**src/rtl/istft_overlap_add_if.sv**
```systemverilog
// Sample-stream bundle for the ISTFT overlap-add stage: IFFT samples in, time-domain samples out.
// master drives the input side (IFFT source); slave is the overlap-add block itself.
interface istft_overlap_add_if #(
    parameter int IW = 18,
    parameter int OW = 16
) ();
    logic                 i_ce;
    logic                 i_sync;
    logic signed [IW-1:0] i_sample;
    logic signed [OW-1:0] o_sample;
    logic                 o_ce;
    logic                 o_frame;
    logic                 o_err;

    modport master (
        output i_ce, i_sync, i_sample,
        input  o_sample, o_ce, o_frame, o_err
    );

    modport slave (
        input  i_ce, i_sync, i_sample,
        output o_sample, o_ce, o_frame, o_err
    );
endinterface

```
**src/rtl/istft_overlap_add.sv**
```systemverilog
// 50%-overlap add of real IFFT frames into a continuous sample stream (one output per head sample).
// Optional macro ISTFT_OLA_HALVE_EN: halve the overlap sum (round-half-up) before output formatting.
module istft_overlap_add #(
    parameter int IW       = 18,
    parameter int OW       = 16,
    parameter int FFT_SIZE = 256,
    parameter int HOP_SIZE = 128
) (
    input logic               i_clk,
    input logic               i_reset_n,
    istft_overlap_add_if.slave ifc
);
    localparam int NW = $clog2(FFT_SIZE);
    localparam int HW = NW - 1;
    localparam int SW = IW + 1;

    if (HOP_SIZE != FFT_SIZE / 2) begin : g_badHop
        $error("istft_overlap_add: HOP_SIZE must equal FFT_SIZE/2");
    end
    if (FFT_SIZE < 4 || (FFT_SIZE & (FFT_SIZE - 1)) != 0) begin : g_badFft
        $error("istft_overlap_add: FFT_SIZE must be a power of two >= 4");
    end

    typedef enum logic [1:0] {IDLE, HEAD, TAIL, WAIT} state_t;

    state_t               r_state;
    state_t               w_stateNext;
    logic [NW-1:0]        r_index;
    logic [NW-1:0]        w_indexNext;
    logic signed [IW-1:0] r_tail [HOP_SIZE];

    logic                 w_doHead;
    logic                 w_doTail;
    logic                 w_err;
    logic [HW-1:0]        w_headIdx;

    logic signed [SW-1:0] w_sum;
    logic signed [SW-1:0] w_pre;
    logic signed [OW-1:0] w_fmt;

    logic signed [OW-1:0] r_oSample;
    logic                 r_oCe;
    logic                 r_oFrame;
    logic                 r_oErr;

    always_ff @(posedge i_clk or negedge i_reset_n) begin
        if (!i_reset_n) begin
            r_state <= IDLE;
            r_index <= '0;
        end else begin
            r_state <= w_stateNext;
            r_index <= w_indexNext;
        end
    end

    // Any synced sample restarts a frame at n=0; the sync is an error only when it lands mid-frame.
    always_comb begin
        w_stateNext = r_state;
        w_indexNext = r_index;
        w_doHead    = 1'b0;
        w_doTail    = 1'b0;
        w_err       = 1'b0;
        w_headIdx   = r_index[HW-1:0];
        if (ifc.i_ce) begin
            case (r_state)
                IDLE, WAIT: begin
                    if (ifc.i_sync) begin
                        w_doHead    = 1'b1;
                        w_headIdx   = '0;
                        w_stateNext = HEAD;
                        w_indexNext = NW'(1);
                    end else if (r_state == WAIT) begin
                        w_err       = 1'b1;
                        w_stateNext = IDLE;
                        w_indexNext = '0;
                    end
                end
                HEAD, TAIL: begin
                    if (ifc.i_sync) begin
                        w_err       = 1'b1;
                        w_doHead    = 1'b1;
                        w_headIdx   = '0;
                        w_stateNext = HEAD;
                        w_indexNext = NW'(1);
                    end else if (r_state == HEAD) begin
                        w_doHead    = 1'b1;
                        w_indexNext = r_index + NW'(1);
                        if (r_index == NW'(HOP_SIZE - 1)) begin
                            w_stateNext = TAIL;
                        end
                    end else begin
                        w_doTail    = 1'b1;
                        w_indexNext = r_index + NW'(1);
                        if (r_index == NW'(FFT_SIZE - 1)) begin
                            w_stateNext = WAIT;
                        end
                    end
                end
                default: begin
                    w_stateNext = IDLE;
                    w_indexNext = '0;
                end
            endcase
        end
    end

`ifdef ISTFT_OLA_HALVE_EN
    logic signed [SW:0] w_halfSum;
`endif

    always_comb begin
        w_sum = SW'(r_tail[w_headIdx]) + SW'(ifc.i_sample);
`ifdef ISTFT_OLA_HALVE_EN
        w_halfSum = (SW + 1)'(w_sum) + (SW + 1)'(1);
        w_pre     = w_halfSum[SW:1];
`else
        w_pre     = w_sum;
`endif
    end

    if (OW >= SW) begin : g_ext
        assign w_fmt = OW'(w_pre);
    end else begin : g_sat
        // Shift keeps full-scale input mapped to full-scale output; half-LSB bias gives round-half-up.
        localparam int                 S    = IW - OW;
        localparam logic signed [SW:0] RND  = (SW + 1)'((2 ** S) / 2);
        localparam logic signed [SW:0] MAXV = (SW + 1)'(2 ** (OW - 1) - 1);
        localparam logic signed [SW:0] MINV = (SW + 1)'(-(2 ** (OW - 1)));
        logic signed [SW:0] w_shift;

        always_comb begin
            w_shift = ((SW + 1)'(w_pre) + RND) >>> S;
            if (w_shift > MAXV) begin
                w_fmt = MAXV[OW-1:0];
            end else if (w_shift < MINV) begin
                w_fmt = MINV[OW-1:0];
            end else begin
                w_fmt = w_shift[OW-1:0];
            end
        end
    end

    always_ff @(posedge i_clk or negedge i_reset_n) begin
        if (!i_reset_n) begin
            r_oSample <= '0;
            r_oCe     <= 1'b0;
            r_oFrame  <= 1'b0;
            r_oErr    <= 1'b0;
            for (int i = 0; i < HOP_SIZE; i++) begin
                r_tail[i] <= '0;
            end
        end else begin
            r_oCe    <= w_doHead;
            r_oFrame <= w_doHead && (w_headIdx == '0);
            r_oErr   <= w_err;
            if (w_doHead) begin
                r_oSample <= w_fmt;
            end
            if (w_doTail) begin
                r_tail[r_index[HW-1:0]] <= ifc.i_sample;
            end
        end
    end

    assign ifc.o_sample = r_oSample;
    assign ifc.o_ce     = r_oCe;
    assign ifc.o_frame  = r_oFrame;
    assign ifc.o_err    = r_oErr;
endmodule

```
**src/flat_wrapper.sv**
```systemverilog
// flat-port wrapper written by rule: the top's interface ports become plain ports
module istft_overlap_add_flat 
#(
    parameter int IW       = 18,
    parameter int OW       = 16,
    parameter int FFT_SIZE = 256,
    parameter int HOP_SIZE = 128
)
  (i_clk, i_reset_n, ifc_i_ce, ifc_i_sync, ifc_i_sample, ifc_o_sample, ifc_o_ce, ifc_o_frame, ifc_o_err);
  istft_overlap_add_if #(.IW(IW), .OW(OW)) ifc_i ();
  input logic i_clk;
  input logic i_reset_n;
  input wire logic [$bits(ifc_i.i_ce)-1:0] ifc_i_ce;
  input wire logic [$bits(ifc_i.i_sync)-1:0] ifc_i_sync;
  input wire logic [$bits(ifc_i.i_sample)-1:0] ifc_i_sample;
  output wire logic [$bits(ifc_i.o_sample)-1:0] ifc_o_sample;
  output wire logic [$bits(ifc_i.o_ce)-1:0] ifc_o_ce;
  output wire logic [$bits(ifc_i.o_frame)-1:0] ifc_o_frame;
  output wire logic [$bits(ifc_i.o_err)-1:0] ifc_o_err;
  assign ifc_i.i_ce = ifc_i_ce;
  assign ifc_i.i_sync = ifc_i_sync;
  assign ifc_i.i_sample = ifc_i_sample;
  assign ifc_o_sample = ifc_i.o_sample;
  assign ifc_o_ce = ifc_i.o_ce;
  assign ifc_o_frame = ifc_i.o_frame;
  assign ifc_o_err = ifc_i.o_err;
  istft_overlap_add #(.IW(IW), .OW(OW), .FFT_SIZE(FFT_SIZE), .HOP_SIZE(HOP_SIZE)) u_core (.i_clk(i_clk), .i_reset_n(i_reset_n), .ifc(ifc_i));
endmodule
```
**config.mk**
```make
export PLATFORM = sky130hd
export DESIGN_NAME = istft_overlap_add_flat
export DESIGN_NICKNAME = d
export VERILOG_FILES = /design/src/rtl/istft_overlap_add_if.sv /design/src/rtl/istft_overlap_add.sv /design/src/flat_wrapper.sv
export SDC_FILE = /design/constraint.sdc
export NUM_CORES = 2
export LEC_CHECK = 0
export ABC_CLOCK_PERIOD_IN_PS = 11300
export CAP_MARGIN = 20
export CORE_MARGIN = 1
export CORE_UTILIZATION = 40
export DETAILED_ROUTE_END_ITERATION = 10
export SLEW_MARGIN = 5
export SYNTH_ARGS = -nofsm -noshare
export SYNTH_HDL_FRONTEND = slang
export SYNTH_SLANG_ARGS = --single-unit
```
**constraint.sdc**
```tcl
create_clock -name i_clk -period 11.3 [get_ports i_clk]
set_input_delay 2.26 -clock i_clk [delete_from_list [all_inputs] [get_ports i_clk]]
set_output_delay 2.26 -clock i_clk [all_outputs]
set_load 0.01 [all_outputs]
```
==> flow_metrics.env <==
export IMPL_synth_top_cell_by_area="dfrtp_1"
export IMPL_design_core_area_um2=269000
export IMPL_synth_top_cell_area_share_pct=53.9
export IMPL_combinational_family_with_the_most_area_after_synthesis="multiplexers"
export IMPL_clock_tree_root_cell="clkbuf_16"
export IMPL_tns_ns=0
export IMPL_yosys_area_share_xor_xnor_pct=0.129
export IMPL_global_route_usage_total_pct=23.9
export IMPL_route_vias_total=72371
export IMPL_arithmetic_cell_share_of_the_synthesized_area_counting_full_adders_half_adders_and_majority_gates_pct=0.446
export IMPL_layout_worst_path_cycle_share_pct=82.5
export IMPL_cts_repair_resized=0
export IMPL_rsz0062_at_grt="false"
export IMPL_placement_setup_worst_slack_ns=1.34
export IMPL_crit_chain="buf_2 > a21boi_4 > buf_12 > mux2i_1 > mux4_2 > a211oi_1 > nor3_1 > o31ai_1 > ha_1 > ha_1 > a21oi_1 > o21bai_1 > a21oi_1 > o21ai_0 > a221o_1 > nor4b_1 > nor2_1 > a211o_1 > nor2_2 > a21oi_1"
export IMPL_num_fill_cells=24141
export IMPL_pin_count_of_the_biggest_net_entering_global_routing=178
export IMPL_outcome="finished clean"
export IMPL_netlist_top_cells_area="dfrtp_1 54%, mux2_2 22%, nand2_1 3.7%"
export IMPL_nNetsFinal=8385
export IMPL_worst_hold_slack_ns=0.473
export IMPL_powerDensity_nw_per_um2=161
export IMPL_crit_required_ns=12.08
export IMPL_drive_above_1_share_pct=36.0
export IMPL_syn_area_cell_um2=12.5
export IMPL_routed_via_density=5.99
export IMPL_finalWorstSetupSlack_ns=1.98
export IMPL_finalWorstPathRequiredPeriod_ns=9.32
export IMPL_grt_overflow_total=0
export IMPL_vias_in_the_first_global_route=73657
export IMPL_grt_pass1_wl_mm=491
export IMPL_cts_path_max_buffers=3
export IMPL_hold_path_class="reg2reg"
export IMPL_simple_logic_cell_fraction_of_the_synthesized_area_pct=5.64
export IMPL_setup_violations_final=0
export IMPL_critPathSlowestCell="a21boi_4"
export IMPL_detailedPlacementHpwl_mm=198
export IMPL_critical_path_max_fanout=101
export IMPL_clk_sinks=2333
export IMPL_place_area_um2=112000
export IMPL_detailedRoute_firstPassIterationCount=6
export IMPL_post_synth_mux_area_share_pct=28.8
export IMPL_synth_enable_flop_cells=0
export IMPL_final_hold_fails=0
export IMPL_cts_reportedPaths_clkPinSlew_ns=0.06
export IMPL_critPathMostFrequentCell="a21oi_1"
export IMPL_synth_cell_types=79
export IMPL_die_area_um2=273000
export IMPL_detailedRoute_firstIterationViolations=6705
export IMPL_achievable_frequency_mhz=107
export IMPL_max_cap_viol_count=0
export IMPL_critical_path_arrival_ns=10.09
export IMPL_slowest_delay_ns=0.92
export IMPL_worstMarginPinSlew_ns=1.23
export IMPL_tritoncts="yes"
export IMPL_p_leak_uw=0.0573
export IMPL_path_buf_inv=2
export IMPL_start_to_end_type_of_the_worst_setup_path="in2reg"
export IMPL_postLayoutCellArea_um2=121000
export IMPL_die_width_um=522
export IMPL_drt_drc_violations_left=0
export IMPL_synth_seq_cells=2333
export IMPL_worstSetupEndpointType="flip-flop"
export IMPL_startpoint_type="input port"
export IMPL_port_buf_inserts=40
export IMPL_die_y_um=522
export IMPL_htree_num_levels=4
export IMPL_rows=190
export IMPL_flow_area_growth_from_synthesis_pct=11.6
export IMPL_slew_viol_final=0
export IMPL_synth_warning_count=0
export IMPL_synth_fp_nets=8703
export IMPL_ioPinCount=41
export IMPL_worst_clock_skew_ns=0.0834
export IMPL_synth_cell_area_um2=108000
export IMPL_synth_compound_area_share_pct=7.80
export IMPL_detail_route_wirelength_mm=327
export IMPL_initial_utilization_pct=40.3
export IMPL_slew_headroom_pct=17.7
export IMPL_replace_congestion=0.915
export IMPL_detail_route_wl_per_cell_um=27.0
export IMPL_synthArstFlopShare_pct=100
export IMPL_worstSkewPairLatency_ns=0.93
export IMPL_synth_yosys_seq_area_share_pct=53.9
export IMPL_cts_made_buffers=240
export IMPL_worst_path_dominant_cell_family="compound AO/OA/AOI/OAI gates"
export IMPL_ir_worst_vdd_v=0.000181
export IMPL_grt_antenna_before_repair=17
export IMPL_drt_antenna_violating_nets=0
export IMPL_cts_setup_buffers=0
export IMPL_cts_hold_repair_buffers=0
export IMPL_mapped_cells=8643
export IMPL_yosys_most_used_dff="dfrtp_1"
-- metrics by stage --
stage	util, %	power [µW]	cells
global route	45.0	20000	12078
finish	45.0	19400	12080
floorplan	-	10100	8643
detailed placement	41.8	11400	11612
CTS	44.8	19500	12052
global placement	41.6	11400	11596
-- worst paths after layout --
path / to / cells past startpoint / from / slack, ns
max in group asynchronous: u_core.r_tail[808] / 3 / i_reset_n / 7.49
min in group asynchronous: u_core.r_tail[1931] / 1 / i_reset_n / 1.34
hold reg to reg: u_core.r_tail[467] / 2 / u_core.r_tail[467] / 0.47
hold / removal: u_core.r_tail[467] / 2 / u_core.r_tail[467] / 0.47
setup / recovery: u_core.ifc.o_sample[1] / 20 / ifc_i_ce / 1.98
setup reg to reg: u_core.ifc.o_sample[1] / 19 / u_core.r_index[0] / 3.21
-- power breakdown --
group / internal, µW / switching (µW)
clock: 4690 / 3430
combinational: 789 / 1950
sequential: 8430 / 110
-- synthesized netlist by cell type (5+ instances only) --
| cell | instances |
|---|---|
| buf_1 | 60 |
| xor2_1 | 7 |
| and3_1 | 8 |
| inv_1 | 14 |
| mux4_2 | 139 |
| buf_4 | 24 |
| buf_2 | 92 |
| a211oi_1 | 94 |
| a311oi_1 | 21 |
| nor2_1 | 109 |
| mux2_2 | 2159 |
| a21oi_2 | 10 |
| nand2b_1 | 11 |
| dfrtp_1 | 2333 |
| nand3_1 | 155 |
| xnor2_1 | 9 |
| a31oi_1 | 251 |
| a221o_1 | 50 |
| and2_1 | 9 |
| o21ai_0 | 191 |
| o22ai_1 | 154 |
| o221ai_1 | 15 |
| a221oi_1 | 208 |
| nor3_1 | 35 |
| clkbuf_1 | 675 |
| o31ai_1 | 19 |
| ha_1 | 37 |
| nand2_1 | 1068 |
| a21oi_1 | 146 |
| o311ai_0 | 9 |
| a21o_1 | 8 |
| mux2i_1 | 367 |
| o211ai_1 | 10 |
| buf_6 | 8 |
| nand2_2 | 11 |
| nor2_2 | 17 |
| nor2b_1 | 32 |
| nand4_1 | 5 |
-- worst reg2reg max path, cell delays in order, from the launching register on --
cell      delay (ns)
dfrtp_4         0.68
a21boi_4        0.86
buf_12          0.57
mux2i_1         0.31
mux4_2          0.54
a211oi_1        0.66
nor3_1          0.34
o31ai_1         0.76
ha_1            0.29
ha_1            0.32
a21oi_1         0.33
o21bai_1        0.11
a21oi_1         0.17
o21ai_0         0.12
a221o_1         0.38
nor4b_1         0.47
nor2_1          0.10
a211o_1         0.32
nor2_2          0.53
a21oi_1         0.13
-- sequential cells by signal, indices dropped and copies added, names as in the netlist --
| name | count |
|---|---|
| u_core.ifc.o_frame | 1 |
| u_core.r_state | 2 |
| u_core.ifc.o_err | 1 |
| u_core.r_index | 8 |
| u_core.ifc.o_ce | 1 |
| u_core.r_tail | 2304 |
| u_core.ifc.o_sample | 16 |
-- final cells by class --
type                            count  area [µm²]  area share [%]
Sequential cell                  2333       58400            48.3
Multi-Input combinational cell   5436       46500            38.5
Clock buffer                      363        7170            5.93
Tap cell                         3552        4440            3.68
Timing Repair Buffer              299        3220            2.67
Clock inverter                     77         982           0.813
Inverter                           15        56.3          0.0466
Antenna cell                        5        12.5          0.0104
-- cell families (layout without fill, tap and decap cells) --
family,Yosys count,in the layout
other,0,5
multiplexers,2667,2667
buffers and inverters,874,754
adder cells (fa/ha/maj),38,38
flip-flops,2333,2333
XOR/XNOR,16,16
AND/OR/NAND/NOR,1481,1481
AO/OA/AOI/OAI,1234,1234
-- placed cells by master (no fill, tap or decap), types with 50 or more instances in the layout --
| cell | count |
|---|---|
| a221oi_1 | 208 |
| a31oi_1 | 251 |
| clkbuf_16 | 241 |
| clkbuf_8 | 68 |
| clkbuf_1 | 54 |
| nand3_1 | 155 |
| o22ai_1 | 154 |
| buf_4 | 205 |
| nand2_1 | 1067 |
| a221o_1 | 50 |
| mux4_2 | 139 |
| dfrtp_1 | 2331 |
| a21oi_1 | 146 |
| a211oi_1 | 94 |
| o21ai_0 | 191 |
| nor2_1 | 72 |
| mux2i_1 | 367 |
| mux2_2 | 2159 |
-- routing by layer --
layer	vias up	global-route usage [%]	share of wire (%)
met2	2486	37.2	46
met3	531	4.51	6.8
met4	2	8.65	3.5
met1	38623	33.1	44
li1	30729	-	-
met5	-	0	0.0031
(Power assumes the default switching activity.)
